<file path="config.mk">
export PLATFORM = sky130hd
export DESIGN_NAME = control_unit
export DESIGN_NICKNAME = d
export VERILOG_FILES = /design/src/rtl/control_unit.sv
export SDC_FILE = /design/constraint.sdc
export NUM_CORES = 1
export LEC_CHECK = 0
export BUFFER_PORTS_ARGS = -buffer_cell sky130_fd_sc_hd__buf_2
export CAP_MARGIN = 30
export CORE_AREA = 2 2 52 54
export CTS_CLUSTER_DIAMETER = 30
export DETAILED_ROUTE_END_ITERATION = 12
export DIE_AREA = 0 0 54 56
export PLACE_DENSITY = 0.68
export SETUP_SLACK_MARGIN = 0.15
export SYNTH_ARGS = -nofsm -noshare
export SYNTH_HDL_FRONTEND = slang
export SYNTH_SLANG_ARGS = --single-unit
</file>
<file path="constraint.sdc">
create_clock -name clk -period 2.25 [get_ports clk]
set_clock_uncertainty 0.2 [all_clocks]
set_input_delay 0.225 -clock clk [delete_from_list [all_inputs] [get_ports clk]]
set_output_delay 0.225 -clock clk [all_outputs]
set_load 0.1 [all_outputs]
</file>
<file path="src/rtl/control_unit.sv">
// Multi-cycle control FSM: sequences fetch/decode/execute/memory/writeback and drives datapath strobes.
// Optional feature: define BRANCH_NEG_EN to decode opcode 8 (blt) as a branch on the negative flag.
module control_unit #(
    parameter int unsigned MEM_WAIT_MAX = 15
) (
    input  logic       clk,
    input  logic       reset,
    input  logic [3:0] opcode,
    input  logic       zero,
    input  logic       negative,
    input  logic       mem_ready,
    output logic [2:0] ALUOp,
    output logic [1:0] ALUSrcA,
    output logic [1:0] ALUSrcB,
    output logic       PCSrc,
    output logic       PCWrite,
    output logic       IRWrite,
    output logic       MemRead,
    output logic       MemWrite,
    output logic       RegWrite,
    output logic       MemtoReg,
    output logic       RegDst,
    output logic       illegal,
    output logic       mem_err,
    output logic [3:0] state
);

    typedef enum logic [3:0] {
        S_FETCH  = 4'd0,
        S_DECODE = 4'd1,
        S_REX    = 4'd2,
        S_RWB    = 4'd3,
        S_IEX    = 4'd4,
        S_IWB    = 4'd5,
        S_MADDR  = 4'd6,
        S_MRD    = 4'd7,
        S_MWB    = 4'd8,
        S_MWR    = 4'd9,
        S_BR     = 4'd10,
        S_JMP    = 4'd11
    } state_t;

    localparam logic [3:0] WAIT_MAX = 4'(MEM_WAIT_MAX);

    state_t     cur_state;
    state_t     nxt_state;
    logic [3:0] wait_cnt;
    logic       mem_state;
    logic       timeout;
    logic       branch_taken;

    assign state     = cur_state;
    assign mem_state = (cur_state == S_FETCH) || (cur_state == S_MRD) || (cur_state == S_MWR);
    assign timeout   = mem_state && !mem_ready && (wait_cnt == WAIT_MAX);

`ifdef BRANCH_NEG_EN
    always_comb begin
        case (opcode)
            4'd6:    branch_taken = zero;
            4'd7:    branch_taken = ~zero;
            4'd8:    branch_taken = negative;
            default: branch_taken = 1'b0;
        endcase
    end
`else
    logic unused_negative;
    assign unused_negative = negative;

    always_comb begin
        case (opcode)
            4'd6:    branch_taken = zero;
            4'd7:    branch_taken = ~zero;
            default: branch_taken = 1'b0;
        endcase
    end
`endif

    // Counter restarts whenever a new state is entered (or on abort back to FETCH);
    // it only advances while a memory state holds waiting for mem_ready.
    always_ff @(posedge clk or negedge reset) begin
        if (!reset) begin
            cur_state <= S_FETCH;
            wait_cnt  <= 4'd0;
        end else begin
            cur_state <= nxt_state;
            if ((nxt_state != cur_state) || timeout)
                wait_cnt <= 4'd0;
            else if (!mem_ready)
                wait_cnt <= wait_cnt + 4'd1;
        end
    end

    always_comb begin
        nxt_state = cur_state;
        ALUOp     = 3'b000;
        ALUSrcA   = 2'b00;
        ALUSrcB   = 2'b00;
        PCSrc     = 1'b0;
        PCWrite   = 1'b0;
        IRWrite   = 1'b0;
        MemRead   = 1'b0;
        MemWrite  = 1'b0;
        RegWrite  = 1'b0;
        MemtoReg  = 1'b0;
        RegDst    = 1'b0;
        illegal   = 1'b0;
        mem_err   = 1'b0;

        case (cur_state)
            S_FETCH: begin
                if (timeout) begin
                    mem_err   = 1'b1;
                    nxt_state = S_FETCH;
                end else begin
                    MemRead = 1'b1;
                    ALUSrcB = 2'b01;
                    IRWrite = mem_ready;
                    PCWrite = mem_ready;
                    if (mem_ready)
                        nxt_state = S_DECODE;
                end
            end
            S_DECODE: begin
                ALUSrcB = 2'b11;
                case (opcode)
                    4'd0, 4'd1: nxt_state = S_REX;
                    4'd2, 4'd3: nxt_state = S_IEX;
                    4'd4, 4'd5: nxt_state = S_MADDR;
                    4'd6, 4'd7: nxt_state = S_BR;
`ifdef BRANCH_NEG_EN
                    4'd8:       nxt_state = S_BR;
`endif
                    4'd9:       nxt_state = S_JMP;
                    default: begin
                        illegal   = 1'b1;
                        nxt_state = S_FETCH;
                    end
                endcase
            end
            S_REX: begin
                ALUSrcA   = 2'b10;
                ALUOp     = {2'b00, opcode[0]};
                nxt_state = S_RWB;
            end
            S_RWB: begin
                RegWrite  = 1'b1;
                RegDst    = 1'b1;
                nxt_state = S_FETCH;
            end
            S_IEX: begin
                ALUSrcA   = 2'b10;
                ALUSrcB   = 2'b10;
                ALUOp     = {2'b00, opcode[0]};
                nxt_state = S_IWB;
            end
            S_IWB: begin
                RegWrite  = 1'b1;
                nxt_state = S_FETCH;
            end
            S_MADDR: begin
                ALUSrcA   = 2'b10;
                ALUSrcB   = 2'b10;
                nxt_state = (opcode == 4'd5) ? S_MWR : S_MRD;
            end
            S_MRD: begin
                if (timeout) begin
                    mem_err   = 1'b1;
                    nxt_state = S_FETCH;
                end else begin
                    MemRead = 1'b1;
                    if (mem_ready)
                        nxt_state = S_MWB;
                end
            end
            S_MWB: begin
                RegWrite  = 1'b1;
                MemtoReg  = 1'b1;
                nxt_state = S_FETCH;
            end
            S_MWR: begin
                if (timeout) begin
                    mem_err   = 1'b1;
                    nxt_state = S_FETCH;
                end else begin
                    MemWrite = 1'b1;
                    if (mem_ready)
                        nxt_state = S_FETCH;
                end
            end
            S_BR: begin
                ALUSrcA   = 2'b10;
                ALUOp     = 3'b001;
                PCSrc     = 1'b1;
                PCWrite   = branch_taken;
                nxt_state = S_FETCH;
            end
            S_JMP: begin
                PCSrc     = 1'b1;
                PCWrite   = 1'b1;
                nxt_state = S_FETCH;
            end
            default: nxt_state = S_FETCH;
        endcase

        // Reset silences every output combinationally so a pending write dies without a clock edge.
        if (!reset) begin
            nxt_state = S_FETCH;
            ALUOp     = 3'b000;
            ALUSrcA   = 2'b00;
            ALUSrcB   = 2'b00;
            PCSrc     = 1'b0;
            PCWrite   = 1'b0;
            IRWrite   = 1'b0;
            MemRead   = 1'b0;
            MemWrite  = 1'b0;
            RegWrite  = 1'b0;
            MemtoReg  = 1'b0;
            RegDst    = 1'b0;
            illegal   = 1'b0;
            mem_err   = 1'b0;
        end
    end

endmodule

</file>
* Yosys cells after proc, flatten, opt, wreduce, memory -nomap -nowiden
Index checks and enable logic that the tools add are counted.
** Word-level totals
- Bits in registers :: 8
- Bits of input ports :: 9
- Output and inout bits :: 21
** Operators by class
- Add/sub/neg operators :: 1
- Eq/ne operators :: 22
- Multiplexer cells :: 44
- Bitwise operators :: 1
- Reduce and logical (&&, ||, !) cells :: 20
** Operators by type and width (number)
- $mux W4 :: 10
- $eq A4 B3 Y1 const B :: 8
- $pmux W4 S7 :: 1
- $eq A4 B4 Y1 const B :: 6
- $mux W1 :: 24
- $pmux W4 S5 :: 1
- $eq A4 B2 Y1 const B :: 4
- $reduce_or A2 Y1 :: 8
- $reduce_or A9 Y1 :: 1
- $eq A4 B1 Y1 const B :: 2
- $logic_not A4 Y1 :: 2
- $mux W2 :: 3
- $pmux W2 S3 :: 1
- $reduce_or A3 Y1 :: 2
- $add A4 B1 Y4 const B :: 1
- $ne A4 B4 Y1 :: 1
- $pmux W1 S2 :: 2
- $reduce_or A4 Y1 :: 1
- $logic_or A1 B1 Y1 :: 3
- $mux W3 :: 1
- $pmux W1 S3 :: 1
- $logic_and A1 B1 Y1 :: 2
- $ne A2 B1 Y1 const B :: 1
- $logic_not A1 Y1 :: 1
- $not A1 Y1 :: 1

* Depth between registers and ports, before layout
- Depth after elaboration :: 11
- Gate-level depth with buffers :: 6
- Gate-level depth less buffers :: 5

* Least setup slack after synthesis
Ideal clock, no wire load.
- Path type :: flip-flop to output port
- Start :: register cur_state[0], in the netlist state[0]
- End :: output port MemWrite
- Data arrival time :: 4.608 ns
- Slack :: -2.783 ns
- Cell stages (with the launch flop) :: 5
- Path through :: dfrtp_1 -> buf_2 -> buf_2 -> clkbuf_1 -> nor4bb_1
** Between the ends
- Cells in the longest elaborated chain, start to end :: 8
- Elaborated cells on any way between the ends :: 10
** Ends and longest elaborated chain
- start, declared :: line 45 : state_t cur_state;
- start signal, assigned :: line 85 : cur_state <= nxt_state;
- $eq A4 B3 Y1 / $logic_not A4 Y1 (equally long branches) :: line 53 : assign mem_state = (cur_state == S_FETCH) || (cur_state == S_MRD) || (cur_state == S_MWR);
- $logic_or A1 B1 Y1 (2 in a row) :: line 53
- $logic_and A1 B1 Y1 (2 in a row) :: line 54 : assign timeout = mem_state && !mem_ready && (wait_cnt == WAIT_MAX);
- $mux W1 :: line 181 : if (timeout) begin
- $mux W1 * :: line 109 : case (cur_state)
- $mux W1 * :: line 206 : if (!reset) begin
- end, declared :: line 19 : output logic MemWrite,
Mark *: on every way between the ends. The rest lies on a longest branch, timed or not.

* Final worst setup path
- Start :: register cur_state[2], in the netlist state[2]
- End :: output port mem_err
** Between the ends
- Cells in the longest elaborated chain, start to end :: 8
- Elaborated cells on any way between the ends :: 11
** Ends and longest elaborated chain
- $eq A4 B3 Y1 / $logic_not A4 Y1 (equally long branches) :: line 53, 109
- $logic_or A1 B1 Y1 (2 in a row) :: line 53
- $logic_and A1 B1 Y1 (2 in a row) :: line 54
- $mux W1 :: line 111, 166, 181
- $mux W1 *
- $mux W1 * :: line 206
- end, declared :: line 24 : output logic mem_err,
Marks and branches as above.

==> metrics.md <==
| Metric | Value |
|---|---|
| Tmin final | 2.29 ns |
| Number of synthesis warnings | 0 |
| Synth Area per Inst | 8.22 µm² |
| Fill cell count | 155 |
| Clock Latency Late Sink | 0.25 ns |
| Critical Path Sink Type | output pin |
| Die X | 54 µm |
| Run status | complete, but fails checks |
| Fin. Hold Viols | 0 |
| Worst EP required | 1.82 ns |
| CTS tree | done |
| Final ANT Viol Nets | 0 |
| DP Worst Slack | 0.175 ns |
| Gate power share | 64.1% |
| Ratio of cells with drive above 1 in the final layout | 61.0% |
| Rows | 18 |
| Worst vdd ir | 0.409 mV |
| CTS Sinks | 8 |
| Sequential Power Share | 21.9% |
| CP Cell Sequence | or4bb_4, a31oi_4, and2_4, buf_12 |
| Setup CP Type | flip-flop to output pin |
| RSZ-0062 raised after global routing | yes |
| Clk buf depth | 2 |
| Die area | 3020 µm² |
| Final worst slack | -0.0351 ns |
| CP max stage delay | 0.58 ns |
| Dpl hpwl | 2.24 mm |
| Arr. time, crit path | 1.86 ns |
| Final Setup Violations | 1 |
| Post-synth EDFFs | 0 |
| Clock power frac | 14.0% |
| Initial antenna violation count | 0 |
| Cell area after synthesis | 1060 µm² |
| Psw | 376 µW |
| Port bufs | 25 |
| Router iterations before antenna repair | 4 |
| Failing checks | negative setup slack |
| Main synth FF type | dfrtp_1 |
| Residual DRC | 0 |
| Async set-reset flop share out of synthesis | 100% |
| Worst-path cell with the longest stage delay | or4bb_4 |
| Reg clk slew, reported paths | 0.05 ns |
| Die Y-Extent | 56 µm |
| Internal | 428 µW |
| Post-DR wirelength/cell | 17.9 µm |
| Total grt overflow | 0 |
| Routed vias | 1253 |
| Largest net degree at the start of global routing | 18 |
| Initial Util | 43.6% |
| DR iter-0 viols | 25 |
| # IOs | 30 |
| Crit-path max FO | 5 |
| Global placement routability congestion | 0.806 |
| Unique cell type count in the Yosys netlist | 54 |
| Root Driver | clkbuf_4 |
| Yosys reg bits | 8 |
| Post-DR vias/cell | 6.05 |
| Area Growth Syn to Fin | 83.4% |
| Vias in the first global route | 1123 |
| H-tree depth | 1 |
| Sequential area share after synthesis | 18.9% |
| Drt total wl | 3.70 mm |
| First-pass GRT wire length | 5.20 mm |
| Nets | 188 |
| TritonCTS Buffers | 3 |
| Switching part of the total | 46.8% |
| Core region area | 2430 µm² |
| ANT cells | 0 |
| Startpoint types | flip-flop |
| Pleak | 0.760 nW |
| Syn Inst Count | 129 |
| Pwr dens | 414 nW/µm² |
| Fmax | 0.438 GHz |
| Max Cap Violations | 0 |
| GRT Util Overall | 22.6% |
| Tot Pwr | 804 µW |
| Hold Crit Class | input pin to flip-flop |
| Fin. max-slew vios | 0 |
| Final Cycle Share | 102% |
==> repair_timing <==
| action | in CTS | in global routing |
|---|---|---|
| endpoints found under the setup margin | 9 | 13 |
| pin swaps | 10 | 18 |
| gates resized for setup | 19 | 28 |
| endpoints found under the hold margin | 8 | 0 |
| hold buffers | 1 | 0 |
| buffers inserted | 11 | 11 |
==> metal layers <==
| layer | track usage, % | routed length [µm] | vias to the layer above |
|---|---|---|---|
| li1 | - | - | 582 |
| met1 | 29.5 | 1540 | 620 |
| met2 | 36.4 | 1920 | 36 |
| met3 | 1.61 | 90 | 15 |
| met4 | 11.4 | 144 | 0 |
| met5 | 0 | 0 | - |
==> placed cells by master, fill, tap and decap left out, drive strengths merged, types with 3 or more instances in the layout <==
master / n
a211oi: 4
a21oi: 8
a31oi: 3
buf: 54
clkbuf: 5
conb: 3
dfrtp: 8
nand2: 7
nand2b: 3
nand3b: 3
nand4b: 3
nor2: 11
nor2b: 5
nor3: 4
o21ai: 5
or3: 5
xor2: 5
==> through the flow <==
stage | cells | util (%) | area, µm² | hold WS [ns] | setup TNS, ns
detailed placement | 180 | 63.4 | 1540 | 0.127 | 0
finish | 207 | 79.9 | 1940 | 0.267 | -0.0351
floorplan | 131 | - | 1270 | -0.271 | -1.56
global placement | 180 | 63.4 | 1540 | 0.126 | 0
global route | 207 | 79.9 | 1940 | 0.283 | -0.104
CTS | 196 | 71.2 | 1730 | 0.243 | -0.0353
==> layout make-up <==
cell class	count	area [µm²]	area share (%)
flip-flops and latches	8	215	11.1
well taps	30	37.5	1.93
inverters	2	10.0	0.515
multi-input cells	107	1030	52.8
clock buffers	4	26.3	1.35
repair buffers	56	628	32.3
==> synth_stat cells (3+ instances only) <==
master,count,share of area (%)
nand2_1,7,2.5
a21oi_1,7,3.3
nor2_1,11,3.9
nand2b_1,3,1.8
or3_1,5,3.0
o21ai_0,5,2.4
nand4b_1,3,2.5
dfrtp_1,8,19
a211oi_1,4,2.8
nor2b_1,5,3.0
a31oi_1,3,1.8
xor2_1,5,4.1
nor3_1,4,1.9
buf_2,8,3.8
buf_4,4,2.8
==> final timing paths <==
check                            start           to  slack (ns)  depth (start not counted)
hold / removal               mem_ready     state[3]        0.27                          4
max in group asynchronous        reset     state[0]        1.28                          3
setup reg to reg              state[1]  wait_cnt[2]        0.09                          8
setup / recovery              state[2]      mem_err       -0.04                          4
hold reg to reg            wait_cnt[2]  wait_cnt[2]        0.52                          2
min in group asynchronous        reset     state[1]        0.41                          3
==> worst max-delay path, delay by kind of cell (launching register included) <==
kind	cells	cell delay (ns)
AO/OA/AOI/OAI	1	0.16
buffers and inverters	1	0.17
flip-flops	1	0.52
AND/OR/NAND/NOR	2	0.76
==> cells by family after synthesis <==
family	synth area share, %
AO/OA/AOI/OAI	27.7
AND/OR/NAND/NOR	36.2
adder cells (fa/ha/maj)	1.18
other	0.354
multiplexers	1.89
flip-flops	18.9
XOR/XNOR	4.96
buffers and inverters	8.74
==> power groups by stage <==
stage                     clock, mW  sequential [mW]  combinational [mW]
after floorplan                   0            0.205               0.301
after global routing          0.127            0.177               0.540
final                         0.112            0.176               0.516
after detailed placement          0            0.183               0.410
after CTS                     0.119            0.173               0.458
after global placement            0            0.182               0.404
==> sequential cells by signal (all words and copies together) (netlist names) <==
signal and cells:
state 4, wait_cnt 4
Note: power is estimated with default switching activity, not from simulation.
